**src/rtl/spi_flash_read_master.sv**
```systemverilog
// SPI mode-0 flash read master: issues 0xAB release-power-down after reset,
// then serves 32-bit word reads with 0x03 + 24-bit address + 32 data clocks.
module spi_flash_read_master #(
    parameter int CLK_DIV   = 1,
    parameter int CS_GAP    = 2,
    parameter int WAKE_WAIT = 8
) (
    input  logic        clk,
    input  logic        rst,
    input  logic        req_valid,
    output logic        req_ready,
    input  logic [23:0] req_addr,
    output logic        rsp_valid,
    output logic [31:0] rsp_data,
    output logic        flash_clk,
    output logic        flash_csn,
    output logic        flash_d0,
    input  logic        flash_d1,
    output logic        busy
);

    localparam int HALF_W = (CLK_DIV > 1) ? $clog2(CLK_DIV) : 1;
    localparam int WAIT_W = $clog2(WAKE_WAIT + CS_GAP + 2);

    localparam logic [HALF_W-1:0] HALF_LAST = HALF_W'(CLK_DIV - 1);
    localparam logic [WAIT_W-1:0] WAKE_LOAD = WAIT_W'(WAKE_WAIT + CS_GAP - 1);
    localparam logic [WAIT_W-1:0] GAP_LOAD  = WAIT_W'(CS_GAP);
    localparam logic [7:0]        WAKE_CMD  = 8'hAB;
    localparam logic [7:0]        READ_CMD  = 8'h03;

    typedef enum logic [2:0] {
        ST_WAKE,
        ST_WAKE_WAIT,
        ST_IDLE,
        ST_XFER,
        ST_GAP
    } state_t;

    state_t            state_q, state_d;
    logic [6:0]        bit_cnt_q, bit_cnt_d;
    logic [HALF_W-1:0] half_cnt_q, half_cnt_d;
    logic [WAIT_W-1:0] wait_cnt_q, wait_cnt_d;
    logic [63:0]       tx_q, tx_d;
    logic [31:0]       rx_q, rx_d;
    logic              clk_d, csn_d, d0_d;
    logic              ready_d, rsp_valid_d, busy_d;
    logic [31:0]       rsp_data_d;
    logic [6:0]        last_bit;
    logic              half_done;
    logic              xfer_end;

    always_ff @(posedge clk) begin
        if (rst) begin
            state_q    <= ST_WAKE;
            bit_cnt_q  <= '0;
            half_cnt_q <= '0;
            wait_cnt_q <= '0;
            tx_q       <= {WAKE_CMD, 56'h0};
            rx_q       <= '0;
            flash_clk  <= 1'b0;
            flash_csn  <= 1'b1;
            flash_d0   <= 1'b0;
            req_ready  <= 1'b0;
            rsp_valid  <= 1'b0;
            rsp_data   <= '0;
            busy       <= 1'b1;
        end else begin
            state_q    <= state_d;
            bit_cnt_q  <= bit_cnt_d;
            half_cnt_q <= half_cnt_d;
            wait_cnt_q <= wait_cnt_d;
            tx_q       <= tx_d;
            rx_q       <= rx_d;
            flash_clk  <= clk_d;
            flash_csn  <= csn_d;
            flash_d0   <= d0_d;
            req_ready  <= ready_d;
            rsp_valid  <= rsp_valid_d;
            rsp_data   <= rsp_data_d;
            busy       <= busy_d;
        end
    end

    always_comb begin
        state_d     = state_q;
        bit_cnt_d   = bit_cnt_q;
        half_cnt_d  = half_cnt_q;
        wait_cnt_d  = wait_cnt_q;
        tx_d        = tx_q;
        rx_d        = rx_q;
        clk_d       = flash_clk;
        csn_d       = flash_csn;
        d0_d        = flash_d0;
        ready_d     = req_ready;
        rsp_valid_d = 1'b0;
        rsp_data_d  = rsp_data;
        busy_d      = busy;
        xfer_end    = 1'b0;
        last_bit    = (state_q == ST_WAKE) ? 7'd7 : 7'd63;
        half_done   = (half_cnt_q == HALF_LAST);

        // Bit engine: runs whenever chip select is active; MISO is taken in
        // the first cycle of each high phase of the 32 receive bits.
        if (!flash_csn) begin
            if (state_q == ST_XFER && flash_clk && half_cnt_q == '0 && bit_cnt_q[5])
                rx_d = {rx_q[30:0], flash_d1};
            if (!half_done) begin
                half_cnt_d = half_cnt_q + HALF_W'(1);
            end else begin
                half_cnt_d = '0;
                if (!flash_clk) begin
                    clk_d = 1'b1;
                end else begin
                    clk_d = 1'b0;
                    if (bit_cnt_q == last_bit) begin
                        xfer_end = 1'b1;
                    end else begin
                        bit_cnt_d = bit_cnt_q + 7'd1;
                        tx_d      = {tx_q[62:0], 1'b0};
                        d0_d      = tx_q[62];
                    end
                end
            end
        end

        case (state_q)
            ST_WAKE: begin
                if (flash_csn) begin
                    csn_d = 1'b0;
                    d0_d  = tx_q[63];
                end else if (xfer_end) begin
                    csn_d      = 1'b1;
                    d0_d       = 1'b0;
                    wait_cnt_d = WAKE_LOAD;
                    state_d    = ST_WAKE_WAIT;
                end
            end
            ST_WAKE_WAIT: begin
                if (wait_cnt_q == '0) begin
                    ready_d = 1'b1;
                    busy_d  = 1'b0;
                    state_d = ST_IDLE;
                end else begin
                    wait_cnt_d = wait_cnt_q - WAIT_W'(1);
                end
            end
            ST_IDLE: begin
                if (req_valid && req_ready) begin
                    ready_d    = 1'b0;
                    busy_d     = 1'b1;
                    csn_d      = 1'b0;
                    clk_d      = 1'b0;
                    tx_d       = {READ_CMD, req_addr, 32'h0};
                    d0_d       = READ_CMD[7];
                    bit_cnt_d  = '0;
                    half_cnt_d = '0;
                    state_d    = ST_XFER;
                end
            end
            ST_XFER: begin
                // Bytes arrive MSB first; first byte lands in the low lane.
                if (xfer_end) begin
                    csn_d       = 1'b1;
                    d0_d        = 1'b0;
                    rsp_valid_d = 1'b1;
                    rsp_data_d  = {rx_d[7:0], rx_d[15:8], rx_d[23:16], rx_d[31:24]};
                    wait_cnt_d  = GAP_LOAD;
                    state_d     = ST_GAP;
                end
            end
            ST_GAP: begin
                if (wait_cnt_q == '0) begin
                    ready_d = 1'b1;
                    busy_d  = 1'b0;
                    state_d = ST_IDLE;
                end else begin
                    wait_cnt_d = wait_cnt_q - WAIT_W'(1);
                end
            end
            default: state_d = ST_WAKE;
        endcase
    end

endmodule

```
**config.mk**
```make
export PLATFORM = sky130hd
export DESIGN_NAME = spi_flash_read_master
export DESIGN_NICKNAME = d
export VERILOG_FILES = /design/src/rtl/spi_flash_read_master.sv
export SDC_FILE = /design/constraint.sdc
export NUM_CORES = 1
export LEC_CHECK = 0
export CORE_ASPECT_RATIO = 0.7
export CORE_MARGIN = 2
export CORE_UTILIZATION = 49
export DETAILED_ROUTE_END_ITERATION = 10
export GPL_ROUTABILITY_DRIVEN = 0
export PLACE_DENSITY = 0.81
export SETUP_SLACK_MARGIN = 0.4
export SLEW_MARGIN = 20
export SYNTH_ARGS = -nofsm -noshare
export SYNTH_HDL_FRONTEND = slang
export SYNTH_SLANG_ARGS = --single-unit
```
**constraint.sdc**
```tcl
create_clock -name clk -period 2.42 [get_ports clk]
set_clock_uncertainty 0.15 [all_clocks]
set_input_delay 0.484 -clock clk [delete_from_list [all_inputs] [get_ports clk]]
set_output_delay 0.484 -clock clk [all_outputs]
set_load 0.01 [all_outputs]
```
==> flow_metrics.tcl <==
set metrics [dict create \
    drt_iter0_drc 758 \
    grt_pass1_wl_mm 23.9 \
    post_synth_inst_count 664 \
    rrSetupSlack_ps 100 \
    ant_nets 0 \
    crit_end "tx_q[35]" \
    maxSlewHeadroom_pct 65.0 \
    final-max-slew-violation-count 0 \
    grt_usage_pct 23.7 \
    synth_area_leaders "dfxtp_1, nand2_1, nor2_1, mux2i_1, a211oi_1" \
    path_delay_family "compound AO/OA/AOI/OAI gates" \
    drive_above_1_share_pct 29.0 \
    htree_levels 4 \
    cp-start-kind "flip-flop" \
    grt_remaining_overflow 0 \
    die_h_um 95.0 \
    cp_data_arrival_time_ps 2480 \
    synth_area_um2 5800 \
    required_ps 2570 \
    finalCritPeriodShare_pct 96.0 \
    crit_path_top_delay_cell "dfxtp_1" \
    synth-seq-cells 149 \
    routedWlPerCell_um 22.6 \
    syn_nets 695 \
    path_buf_inv 1 \
    root_buffer "clkbuf_16" \
    syn_avg_cell_area_um2 8.73 \
    setup_tns_ps 0 \
    hold_path.class "flip-flop to flip-flop" \
    via_count 5800 \
    dieWidth_um 134 \
    reg2reg_depth 6 \
    clock-sinks 149 \
    cp_max_fo 28 \
    final_nets 780 \
    initial_core_util_pct 49.8 \
    fin_ws_ps 97.2 \
    synth_cell_types 50 \
    yosysTopAreaCellShare_pct 51.4 \
    peakVddDrop_v 0.000527 \
    synth_top_area_cell "dfxtp_1" \
    drc 0 \
    crit_start "bit_cnt_q[5]" \
    cts-buffers-inserted 17 \
    synth_ff_type "dfxtp_1" \
    grt_pass1_vias 4891 \
    fp-row-count 33 \
    die_area_um2 12700 \
    cts_buffer_depth 2 \
    setup.worst_path.class "flip-flop to flip-flop" \
    worst_hold_slack_ps 324 \
    end_kind "flip-flop" \
    insertedDiodeCount 0 \
    wl_mm 20.8 \
    yosysSeqAreaShare_pct 51.4 \
    tightest_slew_ps 523 \
    min_period_ps 2320 \
    dp_hpwl_mm 7.96 \
    setup_violations 0 \
    place_ws_ps 84.7 \
    async_flop_share_pct 0 \
    critPathMaxStageDelay_ps 550 \
    port_buffers 65 \
    cts_tree "yes" \
    reg2reg_to "tx_q[35]" \
    critical_path_depth 6 \
    area_delta_synth_final_pct 47.8 \
    fp.coreArea_um2 11600 \
    insertion_delay_ps 430 \
    leakage_uw 0.00351 \
    first_pass_iters 5 \
    maxCapViolCount 0 \
    grt_max_degree 71 \
    antenna_found_initial 0 \
    cellPowerDensity_nw_per_um2 688 \
    finalHoldViolations 0 \
    status "complete, no violations" \
    cts.clk_slew.worst_paths_ps 70 \
    r2r-start "bit_cnt_q[5]" \
    io_pins 66 \
    fmax_ghz 0.431 \
    avgViaCountPerCell 6.31 \
    synth-edff-count 0 \
    cp_cell_sequence "and3_1 > mux2i_4 > o21ai_4 > buf_12 > nand2_1 > a311oi_1" \
    rsz0062_at_grt "true" \
    ys.warnings.count 0 \
]
==> where the power goes <==
group | switching, uW | total, uW | internal [uW]
combinational | 266 | 488 | 223
sequential | 29.0 | 2500 | 2470
clock | 1160 | 2910 | 1750
==> per-layer routing <==
| layer | share of wire [%] | vias up | GRT usage (%) |
|---|---|---|---|
| li1 | - | 2475 | - |
| met1 | 39 | 2794 | 28.4 |
| met2 | 46 | 407 | 40.7 |
| met3 | 9.1 | 124 | 6.38 |
| met4 | 5.7 | 0 | 10.2 |
| met5 | 0 | - | 0 |
==> kinds of logic after synthesis <==
| group | share of synthesized area (%) |
|---|---|
| buf+inv | 3.71 |
| simple gates | 20.6 |
| compound gates | 15.8 |
| mux | 7.03 |
| xor+xnor | 0.755 |
| flops | 51.4 |
| fa+ha+maj | 0.647 |
==> worst min path at each step <==
stage / slack [ps] / end / startpoint / cells after the start
after floorplan: 280 / tx_q[1] / tx_q[0] / 2
after global placement: 290 / tx_q[10] / tx_q[9] / 2
after detailed placement: 290 / tx_q[58] / tx_q[57] / 2
after CTS: 300 / tx_q[23] / tx_q[22] / 2
after global routing: 330 / state_q[2] / rst / 2
final: 320 / tx_q[9] / tx_q[8] / 2
==> area by class of cell <==
cell class | instances | area (um2)
multi-input combinational | 462 | 3270
fill | 627 | 3070
sequential | 149 | 2990
timing repair buffer | 116 | 1470
clock buffer | 17 | 425
clock inverter | 15 | 214
tap | 157 | 196
inverter | 3 | 11.3
==> tightest hold or removal path, delay by kind of cell (launching register included) <==
| family | cells | cell delay (ps) |
|---|---|---|
| flops | 1 | 320 |
| compound gates | 1 | 40 |
| simple gates | 1 | 60 |
==> stage by stage <==
step	cells	cell area (um2)	total power, uW	util (%)
2_1_floorplan	664	5820	2710	-
3_3_place_gp	851	6650	2810	57.1
3_5_place_dp	851	6650	2820	57.1
4_1_cts	899	7600	5680	65.3
5_1_grt	919	8570	6030	73.6
6_report	919	8570	5900	73.6
==> placed cells by master, fill, tap and decap left out, types with 10 or more instances in the layout <==
cell type,count
a211oi_1,28
a21oi_1,11
a21oi_2,37
a311oi_1,16
buf_12,11
buf_4,15
clkbuf_16,25
clkdlybuf4s50_1,59
dfxtp_1,147
mux2i_1,29
nand2_1,93
nand2_2,10
nand2_4,33
nor2_1,101
==> registers in the layout, summed over array words and instances, names as in the netlist, 3 cells and up <==
name,cells
tx_q,64
rx_q,32
rsp_data,32
state_q,3
wait_cnt_q,4
bit_cnt_q,7
==> cells in the mapped netlist (3+ instances only) <==
| cell type | number |
|---|---|
| o21bai_1 | 3 |
| and3_1 | 3 |
| ha_1 | 3 |
| xnor2_1 | 4 |
| inv_1 | 3 |
| dfxtp_1 | 149 |
| nor2_1 | 103 |
| nand3_1 | 6 |
| o21ai_0 | 5 |
| a211oi_1 | 37 |
| or3_1 | 3 |
| a21oi_1 | 48 |
| buf_2 | 13 |
| nor3_1 | 4 |
| nor4_1 | 3 |
| mux2i_1 | 37 |
| nand4_1 | 3 |
| clkbuf_1 | 35 |
| a311oi_1 | 25 |
| nand2b_1 | 4 |
| nand2_1 | 136 |
==> repair_timing <==
| item | CTS | global route |
|---|---|---|
| buffers inserted | 10 | 9 |
| gates resized for setup | 31 | 163 |
| cloned | 6 | 11 |
| pin swaps | 1 | 84 |
| setup endpoints to repair | 107 | 142 |
| hold buffers | 0 | 0 |
Note: power is estimated with default switching activity, not from simulation.
